==> src/rtl/score_counter.sv <==
// score_counter: BCD score keeper driven by collision codes.
// A captured pill or power pellet adds its points one per clock, then the
// FSM waits for the collision code to change before accepting a new one.
module score_counter #(
  parameter int          NUM_DIGITS   = 3,
  parameter logic [3:0]  PILL_CODE    = 4'b0010,
  parameter logic [3:0]  POWER_CODE   = 4'b0110,
  parameter int          PILL_POINTS  = 1,
  parameter int          POWER_POINTS = 5,
  parameter int          TOTAL_PILLS  = 200
) (
  input  logic                      CLOCK_50,
  input  logic                      reset,
  input  logic [3:0]                collision_type,
  input  logic                      clear_level,
  output logic [4*NUM_DIGITS-1:0]   score_bcd,
  output logic [7*NUM_DIGITS-1:0]   hex,
  output logic [7:0]                pills_left,
  output logic                      all_eaten,
  output logic                      saturated
);

  typedef enum logic [1:0] {
    IDLE = 2'd0,
    ADD  = 2'd1,
    HOLD = 2'd2
  } state_t;

  state_t                    r_state;
  logic [3:0]                r_remaining;
  logic [3:0]                r_code;
  logic [4*NUM_DIGITS-1:0]   r_score;
  logic [7:0]                r_pills;
  logic                      r_saturated;

  logic [4*NUM_DIGITS-1:0]   w_score_inc;
  logic [NUM_DIGITS-1:0]     w_nine;
  logic                      w_all_nines;

  // Per-digit "is nine" flags; the score is at maximum when all are set.
  generate
    for (genvar gi = 0; gi < NUM_DIGITS; gi++) begin : g_nine
      assign w_nine[gi] = (r_score[4*gi +: 4] == 4'd9);
    end
  endgenerate

  assign w_all_nines = &w_nine;

  // Ripple BCD increment: nines wrap to zero and pass the carry upward.
  always_comb begin
    logic carry;
    w_score_inc = r_score;
    carry       = 1'b1;
    for (int i = 0; i < NUM_DIGITS; i++) begin
      if (carry) begin
        if (r_score[4*i +: 4] == 4'd9) begin
          w_score_inc[4*i +: 4] = 4'd0;
        end else begin
          w_score_inc[4*i +: 4] = r_score[4*i +: 4] + 4'd1;
          carry                 = 1'b0;
        end
      end
    end
  end

  // Control FSM with score, pill counter and sticky saturation flag.
  always_ff @(posedge CLOCK_50) begin
    if (reset) begin
      r_state     <= IDLE;
      r_remaining <= 4'd0;
      r_code      <= 4'd0;
      r_score     <= '0;
      r_pills     <= 8'(TOTAL_PILLS);
      r_saturated <= 1'b0;
    end else if (clear_level) begin
      // Level restart drops any in-flight points but keeps the score.
      r_state     <= IDLE;
      r_remaining <= 4'd0;
      r_pills     <= 8'(TOTAL_PILLS);
    end else begin
      case (r_state)
        IDLE: begin
          if (collision_type == PILL_CODE || collision_type == POWER_CODE) begin
            r_remaining <= (collision_type == PILL_CODE) ? 4'(PILL_POINTS)
                                                         : 4'(POWER_POINTS);
            r_code      <= collision_type;
            r_state     <= ADD;
            if (r_pills != 8'd0) begin
              r_pills <= r_pills - 8'd1;
            end
          end
        end
        ADD: begin
          if (w_all_nines) begin
            r_saturated <= 1'b1;
          end else begin
            r_score <= w_score_inc;
          end
          r_remaining <= r_remaining - 4'd1;
          if (r_remaining == 4'd1) begin
            r_state <= HOLD;
          end
        end
        HOLD: begin
          // Wait for contact to end so a held code scores only once.
          if (collision_type != r_code) begin
            r_state <= IDLE;
          end
        end
        default: begin
          r_state <= IDLE;
        end
      endcase
    end
  end

  // Seven-segment decode (active low, gfedcba) for every digit.
  generate
    for (genvar gi = 0; gi < NUM_DIGITS; gi++) begin : g_hex
      always_comb begin
        case (r_score[4*gi +: 4])
          4'd0:    hex[7*gi +: 7] = 7'b1000000;
          4'd1:    hex[7*gi +: 7] = 7'b1111001;
          4'd2:    hex[7*gi +: 7] = 7'b0100100;
          4'd3:    hex[7*gi +: 7] = 7'b0110000;
          4'd4:    hex[7*gi +: 7] = 7'b0011001;
          4'd5:    hex[7*gi +: 7] = 7'b0010010;
          4'd6:    hex[7*gi +: 7] = 7'b0000010;
          4'd7:    hex[7*gi +: 7] = 7'b1111000;
          4'd8:    hex[7*gi +: 7] = 7'b0000000;
          4'd9:    hex[7*gi +: 7] = 7'b0010000;
          default: hex[7*gi +: 7] = 7'b1111111;
        endcase
      end
    end
  endgenerate

  assign score_bcd  = r_score;
  assign pills_left = r_pills;
  assign all_eaten  = (r_pills == 8'd0);
  assign saturated  = r_saturated;

endmodule
==> config.mk <==
export PLATFORM = sky130hd
export DESIGN_NAME = score_counter
export DESIGN_NICKNAME = d
export VERILOG_FILES = /design/src/rtl/score_counter.sv
export SDC_FILE = /design/constraint.sdc
export NUM_CORES = 1
export LEC_CHECK = 0
export CAP_MARGIN = 20
export CORE_MARGIN = 1
export CORE_UTILIZATION = 29
export CTS_CLUSTER_DIAMETER = 50
export DETAILED_ROUTE_END_ITERATION = 8
export PLACE_DENSITY = 0.53
export SYNTH_ARGS = -nofsm -noshare
export SYNTH_HDL_FRONTEND = slang
export SYNTH_SLANG_ARGS = --single-unit
==> constraint.sdc <==
create_clock -name CLOCK_50 -period 2.72 [get_ports CLOCK_50]
set_input_delay 0.272 -clock CLOCK_50 [delete_from_list [all_inputs] [get_ports CLOCK_50]]
set_output_delay 0.272 -clock CLOCK_50 [all_outputs]
set_load 0.02 [all_outputs]
==> summary.log <==
qor: clock_network.clock_sink_count 52
qor: timing.final-max-slew-violation-count 0
qor: logic_synthesis.synth_async_sr_flop_share 0%
qor: timing.clock_skew 0.00799 ns
qor: logic_synthesis.netlist_top_cells_area dfxtp_1 37%, ha_1 11%, nor2_1 4.2%
qor: global_routing.maximum_number_of_pins_on_one_net_before_global_route_repair 41
qor: floorplan.die_area 10000 um2
qor: global_routing.track_usage 13.1%
qor: placement.gp_congestion 0.793
qor: clock_network.tritoncts yes
qor: drt.drt-initial-drc-count 57
qor: setup_path.end_kind output port
qor: logic_synthesis.synth.avg_cell_area 9.36 um2
qor: finish.number_of_standard_cells_in_the_final_layout_excluding_fillers 500
qor: timing.finalCritPeriodShare 90.7%
qor: drt.remaining_drc_errors 0
qor: global_routing.global_route_wire_length_before_repair 10.6 mm
qor: power.ir_worst_vdd 0.171 mV
qor: drt.num_vias 2392
qor: floorplan.ioPinCount 50
qor: clock_network.cts-root-to-sink-buffers 2
qor: setup_path.timing.setup.critical_path_class flop to output port
qor: clock_network.number_of_buffers_created_by_cts 5
qor: timing.setup_viol_count_final 0
qor: logic_synthesis.synth_ff_type dfxtp_1
qor: timing.setup_ws 0.253 ns
qor: timing.total_negative_setup_slacks 0 ns
qor: clock_network.post_cts_resized 0
qor: clock_network.post-cts-setup-buffers 0
qor: placement.placement.setup.worst_slack 0.0160 ns
qor: timing.maxSlewHeadroom 54.1%
qor: finish.drive_above_1_share 14.8%
qor: worst_hold_path.hold_class flop to flop
qor: power.p_leak 1.41 nW
qor: setup_path.worst_setup_path_start_kind flop
qor: floorplan.core_area 9280 um2
qor: setup_path.worst-path-max-fanout 7
qor: finish.finalNetCount 401
qor: timing.finalWorstPathRequiredPeriod 2.47 ns
qor: finish.antennaDiodeCount 0
qor: setup_path.timing.critical_path.arrival 2.20 ns
qor: global_routing.globalRouteOverflowTotal 0
qor: timing.rsz0062_at_grt false
qor: logic_synthesis.synth.top_cells.by_count 52 x dfxtp_1, 31 x nor2_1, 24 x ha_1
qor: finish.syn2layout_area_growth 32.8%
qor: floorplan.die_h 100 um
qor: drt.overall_routed_net_length 6.46 mm
qor: timing.timing_worst_slew_pin_value 0.683 ns
qor: logic_synthesis.syn-num-nets 330
qor: logic_synthesis.yosysWarnings 0
qor: logic_synthesis.synth_edf_count 0
qor: floorplan.cell_row_count 35
qor: drt.antenna_left 0
qor: logic_synthesis.netlist.top_cell.by_area dfxtp_1
qor: global_routing.grt_pass1_vias 2321
qor: power.power_density 375 nW/um2
qor: clock_network.hold_buffers 0
qor: placement.numPlacedInstances 492
qor: clock_network.insertion_delay 0.31 ns
qor: placement.hpwlAfterDp 4.81 mm
qor: floorplan.die_w 100 um
qor: flow_run.max_cap_violations 0
qor: floorplan.start_util 30.1%
qor: logic_synthesis.synth_sequential_area_ratio 37.2%
qor: drt.route.detailed.vias_per_inst 4.78
qor: logic_synthesis.cells_after_synth 299
qor: logic_synthesis.synth.cell_area 2800 um2
qor: timing.fmax 405 MHz
qor: finish.fill_cells 968
qor: clock_network.ctsRootBufferMaster clkbuf_8
qor: drt.wl_per_cell 12.9 um
qor: logic_synthesis.synth-seq-cells 52
qor: drt.drt_pre_antenna_iters 5
qor: outcome.status finished, final reports clean
qor: logic_synthesis.yosysUniqueCellTypes 65
qor: clock_network.clkTransAtPathRegs 0.10 ns
qor: finish.final_core_utilization 40.0%
qor: clock_network.cts_htree_levels 2
qor: global_routing.grt_antenna_before_repair 0
qor: placement.buffer_ports.inserted 49
qor: logic_synthesis.yosys.cell_count.top_type dfxtp_1
qor: logic_synthesis.post-synth-top-area-fraction 37.2%
qor: timing.final-hold-violation-count 0
qor: setup_path.required 2.45 ns
==> report_power, final <==
group | switching [mW] | internal [mW] | leakage, nW
clock | 0.270 | 0.273 | 0.0541
combinational | 0.0442 | 0.0362 | 0.937
sequential | 0.00439 | 0.766 | 0.420
==> state kept, by name (all words and copies together) (netlist names) <==
| signal | flops |
|---|---|
| saturated | 1 |
| pills_left | 8 |
| r_state | 2 |
| score_bcd | 12 |
| r_code | 4 |
| hex | 21 |
| r_remaining | 4 |
==> final timing paths <==
path / slack [ns] / end / from / depth (start not counted)
worst max-delay path: 0.25 / all_eaten / pills_left[2] / 4
worst min-delay path: 0.49 / r_code[0] / r_code[0] / 1
worst max register to register: 0.27 / hex[7] / score_bcd[1] / 10
worst min register to register: 0.49 / r_code[0] / r_code[0] / 1
==> worst max-delay path, cell delays in order (launching register included) <==
cell and delay, ns:
dfxtp_1 0.38, nor4_1 0.49, nand3_1 0.31, inv_1 0.11, clkdlybuf4s50_1 0.60
==> cells by family after synthesis <==
group / after synthesis / synth area share (%)
adder cells (fa/ha/maj): 24 / 10.7
multiplexers: 9 / 3.44
flip-flops: 52 / 37.2
AO/OA/AOI/OAI: 62 / 16.3
AND/OR/NAND/NOR: 104 / 22.7
buffers and inverters: 34 / 5.28
XOR/XNOR: 14 / 4.38
==> per-stage QoR <==
| step | power, mW | hold slack (ns) | cell area, um2 |
|---|---|---|---|
| after CTS | 1.41 | 0.498 | 3720 |
| after global routing | 1.44 | 0.509 | 3720 |
| after detailed placement | 0.869 | 0.483 | 3600 |
| after floorplan | 0.833 | 0.369 | 2800 |
| after global placement | 0.868 | 0.480 | 3600 |
| final | 1.39 | 0.494 | 3720 |
==> area by class of cell <==
| class | instances | area (um2) | area share [%] |
|---|---|---|---|
| multi-input cells | 213 | 1610 | 43.4 |
| inverters | 23 | 91.3 | 2.46 |
| well taps | 129 | 161 | 4.34 |
| clock buffers | 5 | 68.8 | 1.85 |
| flip-flops and latches | 52 | 1040 | 28.0 |
| clock inverters | 3 | 42.5 | 1.14 |
| repair buffers | 75 | 698 | 18.8 |
==> cell usage in the layout, fill, tap and decap left out, types with 4 or more instances in the layout <==
cell type / synthesis / final
dfxtp_1: 52 / 52
clkdlybuf4s50_1: 0 / 49
nor2_1: 31 / 31
buf_4: 0 / 25
ha_1: 24 / 24
inv_1: 21 / 21
a21oi_1: 16 / 15
nand3_1: 12 / 12
nand2_1: 8 / 8
xnor2_1: 7 / 7
xor2_1: 7 / 7
nor4_1: 6 / 6
mux2i_1: 6 / 6
nand4_1: 6 / 6
nor3_1: 5 / 5
clkbuf_8: 0 / 5
o21ai_0: 4 / 4
or3_1: 4 / 4
a211oi_1: 4 / 4
a21o_1: 4 / 4
==> routing by layer <==
layer / vias up / global-route usage (%) / share of wire (%)
met4: 0 / 4.01 / 1.2
li1: 1217 / - / -
met5: - / 0 / 0
met2: 36 / 22.0 / 46
met1: 1134 / 16.6 / 49
met3: 5 / 3.20 / 3.6
Power figures use the tool's default switching activity.
